File: config.mk
export PLATFORM = sky130hd
export DESIGN_NAME = multicycle_ctrl
export DESIGN_NICKNAME = d
export VERILOG_FILES = /design/src/rtl/mips_defs.sv /design/src/rtl/multicycle_ctrl_dec.sv /design/src/rtl/multicycle_ctrl.sv
export SDC_FILE = /design/constraint.sdc
export NUM_CORES = 1
export LEC_CHECK = 0
export ABC_AREA = 1
export BUFFER_PORTS_ARGS = -buffer_cell sky130_fd_sc_hd__buf_2
export CORE_MARGIN = 5
export CORE_UTILIZATION = 52
export CTS_BUF_LIST = sky130_fd_sc_hd__clkbuf_16
export CTS_CLUSTER_SIZE = 24
export DETAILED_ROUTE_END_ITERATION = 8
export PLACE_DENSITY = 0.81
export SETUP_SLACK_MARGIN = 0.5
export SLEW_MARGIN = 20
export SYNTH_ARGS = -nofsm -noshare
export SYNTH_HDL_FRONTEND = slang
export SYNTH_SLANG_ARGS = --single-unit
File: constraint.sdc
create_clock -name clk -period 2.5 [get_ports clk]
set_clock_uncertainty 0.1 [all_clocks]
set_input_delay 0.375 -clock clk [delete_from_list [all_inputs] [get_ports clk]]
set_output_delay 0.375 -clock clk [all_outputs]
set_load 0.005 [all_outputs]
File: src/rtl/mips_defs.sv
// Shared MIPS control constants: opcodes, functs, datapath select encodings,
// sequencer state encodings and the decoded instruction-class bundle.
package mips_defs;

    localparam logic [5:0] OP_RTYPE = 6'h00;
    localparam logic [5:0] OP_JAL   = 6'h03;
    localparam logic [5:0] OP_BEQ   = 6'h04;
    localparam logic [5:0] OP_ORI   = 6'h0D;
    localparam logic [5:0] OP_LUI   = 6'h0F;
    localparam logic [5:0] OP_LW    = 6'h23;
    localparam logic [5:0] OP_SW    = 6'h2B;

    localparam logic [5:0] FN_NOP   = 6'h00;
    localparam logic [5:0] FN_JR    = 6'h08;
    localparam logic [5:0] FN_ADD   = 6'h20;
    localparam logic [5:0] FN_SUB   = 6'h22;

    localparam logic [2:0] ALU_NONE = 3'd0;
    localparam logic [2:0] ALU_OR   = 3'd1;
    localparam logic [2:0] ALU_ADD  = 3'd2;
    localparam logic [2:0] ALU_LUI  = 3'd3;
    localparam logic [2:0] ALU_SUB  = 3'd6;

    localparam logic [2:0] RD_RT    = 3'd0;
    localparam logic [2:0] RD_RD    = 3'd1;
    localparam logic [2:0] RD_RA    = 3'd2;

    localparam logic [2:0] M2R_ALU  = 3'd0;
    localparam logic [2:0] M2R_DM   = 3'd1;
    localparam logic [2:0] M2R_PC4  = 3'd2;

    localparam logic [2:0] PCS_PC4  = 3'd0;
    localparam logic [2:0] PCS_BR   = 3'd1;
    localparam logic [2:0] PCS_JAL  = 3'd2;
    localparam logic [2:0] PCS_RS   = 3'd3;

    localparam logic [2:0] DM_NONE  = 3'd0;
    localparam logic [2:0] DM_WORD  = 3'd1;

    typedef enum logic [2:0] {
        S_FETCH  = 3'd0,
        S_DECODE = 3'd1,
        S_EXEC   = 3'd2,
        S_MEM    = 3'd3,
        S_WB     = 3'd4
    } state_e;

    typedef struct packed {
        logic add;
        logic sub;
        logic ori;
        logic lw;
        logic sw;
        logic beq;
        logic lui;
        logic jal;
        logic jr;
        logic nop;
        logic ill;
    } iclass_t;

endpackage

File: src/rtl/multicycle_ctrl_dec.sv
// Latched opcode/funct to one-hot instruction class; anything undecoded is ill.
module instr_class_dec
    import mips_defs::*;
(
    input  logic [5:0] op_i,
    input  logic [5:0] fn_i,
    output iclass_t    cls_o
);

    always_comb begin
        cls_o = '0;
        case (op_i)
            OP_RTYPE: begin
                case (fn_i)
                    FN_ADD:  cls_o.add = 1'b1;
                    FN_SUB:  cls_o.sub = 1'b1;
                    FN_JR:   cls_o.jr  = 1'b1;
                    FN_NOP:  cls_o.nop = 1'b1;
                    default: cls_o.ill = 1'b1;
                endcase
            end
            OP_ORI:  cls_o.ori = 1'b1;
            OP_LW:   cls_o.lw  = 1'b1;
            OP_SW:   cls_o.sw  = 1'b1;
            OP_BEQ:  cls_o.beq = 1'b1;
            OP_LUI:  cls_o.lui = 1'b1;
            OP_JAL:  cls_o.jal = 1'b1;
            default: cls_o.ill = 1'b1;
        endcase
    end

endmodule

File: src/rtl/multicycle_ctrl.sv
// Multi-cycle MIPS sequencer: FETCH/DECODE/EXEC/MEM/WB with a DM ready
// handshake, retired-instruction counter and illegal-encoding pulse.
module multicycle_ctrl
    import mips_defs::*;
#(
    parameter int unsigned CNT_W = 32
) (
    input  logic             clk,
    input  logic             reset,
    input  logic [5:0]       opcode,
    input  logic [5:0]       funct,
    input  logic             zero,
    input  logic             mem_ready,
    output logic             IRWrite,
    output logic             PCWrite,
    output logic [2:0]       PCSrc,
    output logic             RegWrite,
    output logic [2:0]       RegDst,
    output logic [2:0]       MemtoReg,
    output logic             MemWrite,
    output logic             mem_req,
    output logic [2:0]       ALUOp,
    output logic             ALUSrc,
    output logic             ExtOp,
    output logic [2:0]       DMOp,
    output logic [2:0]       state,
    output logic             instr_done,
    output logic             illegal,
    output logic [CNT_W-1:0] retired
);

    state_e           state_q, state_d;
    logic [5:0]       op_q, fn_q;
    logic [CNT_W-1:0] retired_q;
    iclass_t          cls;

    instr_class_dec u_dec (
        .op_i  (op_q),
        .fn_i  (fn_q),
        .cls_o (cls)
    );

    always_ff @(posedge clk) begin
        if (reset) begin
            state_q   <= S_FETCH;
            op_q      <= '0;
            fn_q      <= '0;
            retired_q <= '0;
        end else begin
            state_q <= state_d;
            if (state_q == S_FETCH) begin
                op_q <= opcode;
                fn_q <= funct;
            end
            if (instr_done) begin
                retired_q <= retired_q + CNT_W'(1);
            end
        end
    end

    always_comb begin
        state_d    = state_q;
        IRWrite    = 1'b0;
        PCWrite    = 1'b0;
        PCSrc      = PCS_PC4;
        RegWrite   = 1'b0;
        RegDst     = RD_RT;
        MemtoReg   = M2R_ALU;
        MemWrite   = 1'b0;
        mem_req    = 1'b0;
        ALUOp      = ALU_NONE;
        ALUSrc     = 1'b0;
        ExtOp      = 1'b0;
        DMOp       = DM_NONE;
        instr_done = 1'b0;
        illegal    = 1'b0;

        case (state_q)
            S_FETCH: begin
                IRWrite = 1'b1;
                state_d = S_DECODE;
            end
            S_DECODE: begin
                if (cls.jal) begin
                    state_d = S_WB;
                end else if (cls.jr) begin
                    PCWrite    = 1'b1;
                    PCSrc      = PCS_RS;
                    instr_done = 1'b1;
                    state_d    = S_FETCH;
                end else if (cls.nop || cls.ill) begin
                    PCWrite    = 1'b1;
                    instr_done = 1'b1;
                    illegal    = cls.ill;
                    state_d    = S_FETCH;
                end else begin
                    state_d = S_EXEC;
                end
            end
            S_EXEC: begin
                if (cls.beq) begin
                    PCWrite    = 1'b1;
                    PCSrc      = zero ? PCS_BR : PCS_PC4;
                    instr_done = 1'b1;
                    state_d    = S_FETCH;
                end else if (cls.lw || cls.sw) begin
                    state_d = S_MEM;
                end else begin
                    state_d = S_WB;
                end
            end
            S_MEM: begin
                mem_req  = 1'b1;
                DMOp     = DM_WORD;
                MemWrite = cls.sw;
                if (mem_ready) begin
                    if (cls.sw) begin
                        PCWrite    = 1'b1;
                        instr_done = 1'b1;
                        state_d    = S_FETCH;
                    end else begin
                        state_d = S_WB;
                    end
                end
            end
            S_WB: begin
                RegWrite   = 1'b1;
                PCWrite    = 1'b1;
                instr_done = 1'b1;
                state_d    = S_FETCH;
                if (cls.add || cls.sub) begin
                    RegDst = RD_RD;
                end else if (cls.lw) begin
                    MemtoReg = M2R_DM;
                end else if (cls.jal) begin
                    RegDst   = RD_RA;
                    MemtoReg = M2R_PC4;
                    PCSrc    = PCS_JAL;
                end
            end
            default: state_d = S_FETCH;
        endcase

        // ALU/extender controls follow op_q from DECODE through WB so the
        // immediate and ALU result stay stable while the datapath uses them.
        if (state_q inside {S_DECODE, S_EXEC, S_MEM, S_WB}) begin
            if (cls.add) begin
                ALUOp = ALU_ADD;
            end else if (cls.sub) begin
                ALUOp = ALU_SUB;
            end else if (cls.ori) begin
                ALUOp  = ALU_OR;
                ALUSrc = 1'b1;
            end else if (cls.lui) begin
                ALUOp  = ALU_LUI;
                ALUSrc = 1'b1;
            end else if (cls.lw || cls.sw) begin
                ALUOp  = ALU_ADD;
                ALUSrc = 1'b1;
                ExtOp  = 1'b1;
            end else if (cls.beq) begin
                ALUOp = ALU_SUB;
                ExtOp = 1'b1;
            end
        end

        if (reset) begin
            IRWrite    = 1'b0;
            PCWrite    = 1'b0;
            RegWrite   = 1'b0;
            MemWrite   = 1'b0;
            mem_req    = 1'b0;
            instr_done = 1'b0;
            illegal    = 1'b0;
        end
    end

    assign state   = state_q;
    assign retired = retired_q;

endmodule

==> results of run 1 <==
==> flip-flops by register name (all words and copies together) (netlist names) <==
name / flops
retired: 32
fn_q: 6
op_q: 6
state: 3
==> through the flow <==
stage / power (W) / setup slack (ns)
after floorplan: 0.001175 / 0.6196
after global placement: 0.001252 / 0.5094
after global routing: 0.002159 / 0.3017
after detailed placement: 0.001262 / 0.4273
after CTS: 0.001972 / 0.4784
final: 0.002050 / 0.3722
==> kinds of logic after synthesis <==
group	Yosys count	share of synthesized area [%]
DFF	47	35.37
AOI/OAI and AO/OA	57	12.65
other	1	0.1410
adders and majority gates	1	0.4703
and+or+nand+nor	244	39.89
buffers and inverters	68	11.48
==> metal layers <==
| metal | track usage [%] | wire length [um] | vias up |
|---|---|---|---|
| met3 | 3.947 | 378 | 15 |
| met4 | 8.615 | 152 | 0 |
| met1 | 25.72 | 3072 | 1347 |
| met5 | 0 | 0 | - |
| met2 | 37.21 | 3524 | 86 |
| li1 | - | - | 1484 |
==> area by class of cell <==
| class | instances | area [um^2] | area share [%] |
|---|---|---|---|
| clock buffers | 5 | 125.1 | 3.591 |
| inverters | 48 | 180.2 | 5.171 |
| repair buffers | 86 | 505.5 | 14.51 |
| flip-flops and latches | 47 | 962.2 | 27.61 |
| clock inverters | 3 | 16.27 | 0.4668 |
| multi-input cells | 307 | 1608 | 46.14 |
| well taps | 70 | 87.58 | 2.513 |
==> cells in the final DEF (no fill, tap or decap), drive strengths merged <==
| master | instances |
|---|---|
| conb | 5 |
| a31oi | 3 |
| nand2 | 87 |
| nor4 | 2 |
| or2 | 3 |
| nand3 | 42 |
| clkbuf | 5 |
| nor2 | 92 |
| o21ai | 15 |
| nand3b | 2 |
| clkinvlp | 1 |
| a21oi | 37 |
| ha | 1 |
| buf | 86 |
| inv | 49 |
| a41oi | 1 |
| o221ai | 1 |
| nor3 | 10 |
| dfxtp | 47 |
| nand4 | 6 |
| clkinv | 1 |
==> final timing paths <==
check                                   end  cells after the start
worst min-delay path                op_q[1]                      3
worst max register to register  retired[22]                     15
worst min register to register      fn_q[4]                      2
worst max-delay path             instr_done                      7
==> cells in the mapped netlist (all sizes together) <==
| cell | count | area (um^2) |
|---|---|---|
| nor2 | 92 | 362.8 |
| nand2 | 87 | 334.1 |
| inv | 48 | 180.2 |
| dfxtp | 47 | 940.9 |
| nand3 | 42 | 225.2 |
| a21oi | 37 | 219.0 |
| o21ai | 15 | 75.07 |
| buf | 14 | 102.6 |
| nor3 | 10 | 55.05 |
| clkbuf | 6 | 22.52 |
| nand4 | 6 | 37.54 |
| a31oi | 3 | 25.02 |
| or2 | 3 | 18.78 |
| nand3b | 2 | 15.01 |
| nor4 | 2 | 12.51 |
| a41oi | 1 | 8.760 |
| conb | 1 | 3.750 |
| ha | 1 | 12.51 |
| o221ai | 1 | 8.760 |
==> power groups by stage <==
| stage | clock (W) | combinational (W) | sequential (W) |
|---|---|---|---|
| global placement | 0 | 0.000405 | 0.000846 |
| detailed placement | 0 | 0.000413 | 0.000849 |
| finish | 0.000642 | 0.000553 | 0.000855 |
| floorplan | 0 | 0.000333 | 0.000842 |
| CTS | 0.000655 | 0.000472 | 0.000846 |
| global route | 0.000691 | 0.000607 | 0.000861 |
==> worst reg2reg max path, cell delays in order, from the launching register on <==
cell and delay (ns):
dfxtp_2 0.37, inv_2 0.07, nor2_1 0.13, nand3_2 0.15, nand2_2 0.11, nor2_2 0.04, nand2_2 0.08, nand3_2 0.08
nand2_2 0.08, buf_4 0.13, nand2_4 0.12, buf_8 0.20, nand2_1 0.08, nand2_1 0.05, nand2_1 0.05, nor2_1 0.04
==> what timing repair did <==
| item | in CTS | in global routing |
|---|---|---|
| endpoints found under the setup margin | 15 | 39 |
| buffers inserted | 9 | 2 |
| cloned | 0 | 0 |
| pin swaps | 9 | 5 |
| resized for setup | 38 | 36 |
==> impl_metrics.ini, run 1 <==
[floorplanning]
core_area_um2 = 5042
rows = 26
pin_count = 75
die-area_um2 = 6646
die_w_um = 81.52
fp.dieH_um = 81.52
initial_core_util_pct = 52.75

[cells_and_area]
nFillCells = 413
diodes = 0
nNetsFinal = 512
finalNonFillerCells = 566
area_delta_synth_final_pct = 31.00
fin_area_um2 = 3485
drive_gt1_share_pct = 33.87
finish.utilization_pct = 69.11

[timing]
hold_violations = 0
setup_tns_ns = 0
finalMaxSlewViolations = 0
period_minus_slack_ns = 2.128
fin_crit_sh_pct = 85.11
final-setup-viol-count = 0
grt_setup_unrepaired = true
fmax_mhz = 470.0
hold_ws_ns = 0.2110

[setup_path]
critPathCaptureType = output pin
cp.buffers_inverters = 2
worstSetupStartpointType = flip-flop
ff2ff_setup_slack_ns = 0.52
path_cells = inv_2, nor2_1, nand3_2, o21ai_2, a31oi_4, a21oi_2, buf_2
rr_startpoint = op_q[2]
slowest_stage = dfxtp_2
crit_type = reg -> out
slowest_delay_ns = 0.37
required_ns = 2.03
path_max_fanout = 5
critPathTopFamily = compound AO/OA/AOI/OAI gates
cp.arrival_ns = 1.65
startpoint = op_q[2]

[clock_tree]
clk_pin_slew_ns = 0.06
cts_tree = built
clkSinkCount = 47
root_buffer = clkbuf_16
cts_buffer_depth = 2
ctsHoldBuffers = 0
clock_latency_ns = 0.28
h-tree-depth = 2
numCtsBuffers = 5

[global_routing]
grt_antenna_before_repair = 0
grt_use_total_pct = 21.35
overflow = 0
grt_max_degree = 20
grt_pass1_vias = 2685
grt_pass1_wl_um = 11380

[power_and_ir_drop]
p_leak_nw = 1.645
combPwrFrac_pct = 27.0
sw_frac_of_total_pct = 32.74
clockPowerShare_pct = 31.3
ir_drop_mv = 0.4264
intPower_w = 0.001379
p_switching_w = 0.0006710
p_per_area_nw_per_um2 = 588.2
pwr-share-seq_pct = 41.7

[worst_hold_path]
hold_class = in -> reg
min_from = opcode[1]

[placement]
place.gp.congestion = 0.8930
hpwl_um = 4851
place_inst = 547
io_buffers = 69
place_area_um2 = 3028

[synth]
synth.avg_cell_area_um2 = 6.364
synth_area_um2 = 2660
ys_warn_count = 0
ys_seq_area_share_pct = 35.37
synth_seq_cells = 47
yosys.cell_types.count = 33
postSynthCellCount = 418

[route]
ant_nets = 0
wl_per_cell_um = 12.59
routed_wl_um = 7126
first_iter_violations = 148
viasPerCell = 5.180
first_pass_iters = 4
drc = 0
via_count = 2932

[outcome]
run_status = complete, no violations

[flow_run]
maxCapViolCount = 0
(Power assumes the default switching activity.)
==> run 2, diff against run 1 <==
- clock period: 2.5 -> 2 ns (I/O delays scaled with it)
==> run 2 against run 1 <==
Compared with the run above:
- the run now ends with setup timing left
- flip-flop and latch count is the same
- combinational power grew 88%
- wire length grew 33%
- count of clock-buffer cells in the layout is the same
- critical path depth is the same
- via count grew 13%
- global-route usage grew 0.99 points
- largest cell class unchanged
- sequential power grew 26%
- register-to-register slack lost 0.55 ns
- core utilization grew 10 points
- sequential share of layout area shrank 2.9 points
- worst hold slack lost 0.073 ns
==> impl_metrics.ini, run 2 (same netlist as run 1, synthesis figures left out) <==
[clock_tree]
clk_pin_slew_ns = 0.06
root_buffer = clkbuf_16
cts_buffer_depth = 2
clkSinkCount = 47
ctsHoldBuffers = 0
cts_tree = built
clock_latency_ns = 0.29
h-tree-depth = 2
numCtsBuffers = 5

[placement]
hpwl_um = 5074
place.gp.congestion = 0.8804
io_buffers = 69
place_inst = 551

[setup_path]
critPathCaptureType = output pin
critPathTopFamily = compound AO/OA/AOI/OAI gates
crit_type = reg -> out
rr_startpoint = op_q[5]
slowest_stage = dfxtp_4
cp_num_cells = 7
required_ns = 1.60
cp.buffers_inverters = 3
r2r-end = retired[12]
reg2reg_depth = 12
ff2ff_setup_slack_ns = -0.03
worstSetupStartpointType = flip-flop
slowest_delay_ns = 0.37
cp.arrival_ns = 1.67
path_cells = inv_4, nor3_4, inv_2, o21ai_4, a31oi_4, a21oi_2, buf_2
path_max_fanout = 4

[timing]
final-setup-viol-count = 6
slew-limit-headroom_pct = 66.41
tightest_slew_ns = 0.5000
finalMaxSlewViolations = 0
fin_ws_ns = -0.06756
grt_setup_unrepaired = true
hold_ws_ns = 0.1380
period_minus_slack_ns = 2.068
setup_tns_ns = -0.1978
fmax_mhz = 483.7
fin_crit_sh_pct = 103.4
hold_violations = 0

[global_routing]
grt_max_degree = 30
grt_use_total_pct = 22.34
grt_antenna_before_repair = 0
grt_pass1_vias = 2733
grt_pass1_wl_um = 11830
overflow = 0

[cells_and_area]
diodes = 0
layout_common_cells = nand2_1, buf_2, nor2_1, inv_1, dfxtp_1
largest_reg_flops = 32
finish.utilization_pct = 79.16
seq_area_um2 = 984.7
nFillCells = 332
drive_gt1_share_pct = 46.12
finalNonFillerCells = 586
area_delta_synth_final_pct = 50.05
multi_input_area_um2 = 1878
nNetsFinal = 532
layout_commonest_cell = nand2_1

[outcome]
violations = setup timing
run_status = finished with violations

[power_and_ir_drop]
ir_drop_mv = 0.4774
p_per_area_nw_per_um2 = 733.5
p_leak_nw = 1.834

[floorplanning]
pin_count = 75
die_w_um = 81.52
rows = 26
die-area_um2 = 6646
initial_core_util_pct = 52.75
fp.dieH_um = 81.52
core_area_um2 = 5042

[route]
via_count = 3320
ant_nets = 0
viasPerCell = 5.666
drc = 0
wl_per_cell_um = 16.19
first_pass_iters = 5
first_iter_violations = 245
routed_wl_um = 9488

[worst_hold_path]
whs_endpoint = op_q[0]
hold_path_depth = 3
hold_class = in -> reg
min_from = opcode[0]

[flow_run]
maxCapViolCount = 0
run 2: changes by cell type in the layout (fill, tap and decap cells not counted), moves of 8 or more:
cell / change
dfxtp_4: +8
inv_1: -8
a21oi_1: -15
a21oi_2: +15
nand3_1: -12
nand2_1: -9
nand3_2: +10
buf_4: +10
run 2: worst max-delay path by stage:
stage	from	end	slack, ns
3_3_place_gp	retired[5]	retired[30]	0.15
2_1_floorplan	retired[0]	retired[30]	0.24
3_5_place_dp	retired[1]	retired[30]	0.08
6_report	state[1]	PCWrite	-0.07
5_1_grt	state[1]	PCWrite	-0.13
4_1_cts	op_q[4]	PCWrite	-0.003
run 2: metal layers:
| layer | global-route usage (%) | wire length [um] | vias to the layer above |
|---|---|---|---|
| li1 | - | - | 1525 |
| met1 | 26.56 | 3482 | 1536 |
| met2 | 39.17 | 4656 | 203 |
| met3 | 5.482 | 856 | 56 |
| met4 | 7.432 | 493 | 0 |
| met5 | 0 | 0 | - |
run 2: area by class of cell:
class                           count  area share, %
Clock buffer                        5          3.135
Clock inverter                      3         0.2821
Inverter                           48          4.640
Multi-Input combinational cell    308          47.05
Sequential cell                    47          24.67
Tap cell                           70          2.194
Timing Repair Buffer              105          18.03
run 2: per-stage QoR:
| step | instance area [um^2] | setup WS (ns) | power, W |
|---|---|---|---|
| 5_1_grt | 3991 | -0.1267 | 0.003029 |
| 2_1_floorplan | 2935 | 0.2369 | 0.001591 |
| 3_3_place_gp | 3318 | 0.1522 | 0.001706 |
| 3_5_place_dp | 3318 | 0.07735 | 0.001718 |
| 4_1_cts | 3606 | -0.002532 | 0.002601 |
| 6_report | 3991 | -0.06756 | 0.002928 |
run 2: worst min-delay path, delay by kind of cell:
family	cells	cell delay [ns]
AND/OR/NAND/NOR	2	0.11
buffers and inverters	1	0.07
run 2: what timing repair did:
item,CTS,global route
buffers inserted,8,15
pin swaps,10,20
cloned,0,4
gates resized for setup,32,51
setup endpoints to repair,54,61
run 2: report_power, final:
part / internal (W) / switching, W / total (W)
logic: 0.000450 / 0.000588 / 0.00104
clock network: 0.000451 / 0.000357 / 0.000808
registers: 0.00100 / 0.0000791 / 0.00108
==> run 3, diff against run 2 <==
- CORE_MARGIN: 5 -> 4
==> run 3 against run 2 <==
Compared with the run above:
- the run still ends with setup timing left
- flip-flop and latch count stayed put
- clock power grew 26%
- critical path depth rose by 2
- core utilization increased by 1.5 points
- combinational power decreased by 11%
- global-route usage increased by 1.8 points
- count of clock-buffer cells in the layout increased by 1
- register-to-register slack worse by 0.03 ns
- final area decreased by 2.1%
- die area decreased by 4.8%
- first-iteration DRC count shrank 4.9%
- non-clock buffer count decreased by 9
- critical endpoint is now ALUSrc
- largest cell class unchanged
- highest routed layer unchanged
==> impl_metrics.ini, run 3 (same netlist as run 1, synthesis figures left out) <==
[outcome]
run_status = finished with violations
violations = setup timing

[route]
ant_nets = 0
viasPerCell = 5.436
first_pass_iters = 7
drc = 0
first_iter_violations = 233
via_count = 3115
wl_per_cell_um = 14.67
routed_wl_um = 8406

[power_and_ir_drop]
p_per_area_nw_per_um2 = 772.5
ir_drop_mv = 0.5273
p_leak_nw = 1.793

[cells_and_area]
area_delta_synth_final_pct = 46.94
finish.utilization_pct = 80.62
drive_gt1_share_pct = 46.25
nNetsFinal = 522
largest_reg_flops = 32
diodes = 0
layout_commonest_cell = nand2_1
finalNonFillerCells = 573
layout_common_cells = nand2_1, buf_2, nor2_1, inv_1, dfxtp_1

[worst_hold_path]
hold_class = in -> reg
hold_path_depth = 3

[global_routing]
grt_pass1_vias = 2843
grt_antenna_before_repair = 0
grt_max_degree = 20
overflow = 0
grt_use_total_pct = 24.13
grt_pass1_wl_um = 12480

[floorplanning]
die-area_um2 = 6323
core_area_um2 = 4848
pin_count = 75
rows = 25
die_w_um = 79.52
initial_core_util_pct = 54.86
fp.dieH_um = 79.52

[clock_tree]
h-tree-depth = 2
cts_buffer_depth = 2
root_buffer = clkbuf_16
clk_pin_slew_ns = 0.07
clkSinkCount = 47
numCtsBuffers = 5
cts_tree = built
clock_latency_ns = 0.28

[timing]
grt_setup_unrepaired = true
fmax_mhz = 473.2
fin_ws_ns = -0.1134
tightest_slew_ns = 0.5766
period_minus_slack_ns = 2.113
hold_violations = 0
finalMaxSlewViolations = 0
slew-limit-headroom_pct = 61.52
fin_crit_sh_pct = 105.7
final-setup-viol-count = 15

[placement]
place_inst = 549
io_buffers = 69
place.gp.congestion = 0.9275
hpwl_um = 5132

[flow_run]
maxCapViolCount = 0

[setup_path]
path_max_fanout = 4
ff2ff_setup_slack_ns = -0.06
critPathCaptureType = output pin
required_ns = 1.60
reg2reg_depth = 12
worstSetupStartpointType = flip-flop
cp.arrival_ns = 1.71
crit_type = reg -> out
-- run 3: cell count changes in the layout (fill, tap and decap cells not counted), sizes merged --
cell / delta
nand2: -1
clkinv: -2
clkbuf: -2
buf: -6
bufinv: +1
-- run 3: through the flow --
stage / hold WS (ns) / worst slack (ns) / setup TNS, ns / total power, W / instance area (um^2)
floorplan: 0.3348 / 0.2369 / 0 / 0.001591 / 2935
CTS: 0.1385 / 0.01596 / 0 / 0.002847 / 3687
global placement: 0.3572 / 0.1549 / 0 / 0.001718 / 3334
finish: 0.1386 / -0.1134 / -0.4869 / 0.003019 / 3909
global route: 0.1407 / -0.2070 / -4.254 / 0.003151 / 3909
detailed placement: 0.3647 / 0.05329 / 0 / 0.001737 / 3334
-- run 3: area by class of cell --
cell class	count	area, um^2
Multi-Input combinational cell	307	1861
Sequential cell	47	977.2
Fill cell	306	939.7
Timing Repair Buffer	96	618.1
Inverter	48	185.2
Clock buffer	6	150.1
Tap cell	67	83.83
Clock inverter	2	33.78
-- run 3: repair_timing --
action                     in CTS  in global routing
gates resized for setup        31                 51
setup buffers                   9                  7
hold buffers                    0                  0
setup endpoints to repair      55                 66
pin swaps                       5                 10
-- run 3: critical path, stage by stage (launching register included) --
cell	delay (ns)
dfxtp_4	0.40
nor2_4	0.05
inv_2	0.07
nor2_4	0.04
buf_4	0.13
nor3_2	0.28
inv_1	0.14
o21ai_0	0.13
inv_1	0.06
buf_2	0.13
-- run 3: final timing paths --
kind | startpoint | to
setup / recovery | state[0] | ALUSrc
hold / removal | funct[3] | fn_q[3]
setup reg to reg | op_q[3] | retired[10]
hold reg to reg | retired[29] | retired[29]
-- run 3: power by group --
part           switching, W  leakage (nW)  internal [W]
sequential        0.0000735         0.390       0.00100
combinational      0.000545          1.31      0.000385
clock              0.000355        0.0934      0.000662
total              0.000973          1.79       0.00205
-- run 3: layer usage --
layer  part of all wire, %  vias to the layer above  routed length [um]  GRT usage [%]
met1                    41                     1445                3446          29.93
li1                      -                     1507                   -              -
met2                    51                      144                4289          42.74
met5                     0                        -                   0              0
met3                   6.1                       19                 516          4.402
met4                   1.8                        0                 155          6.186
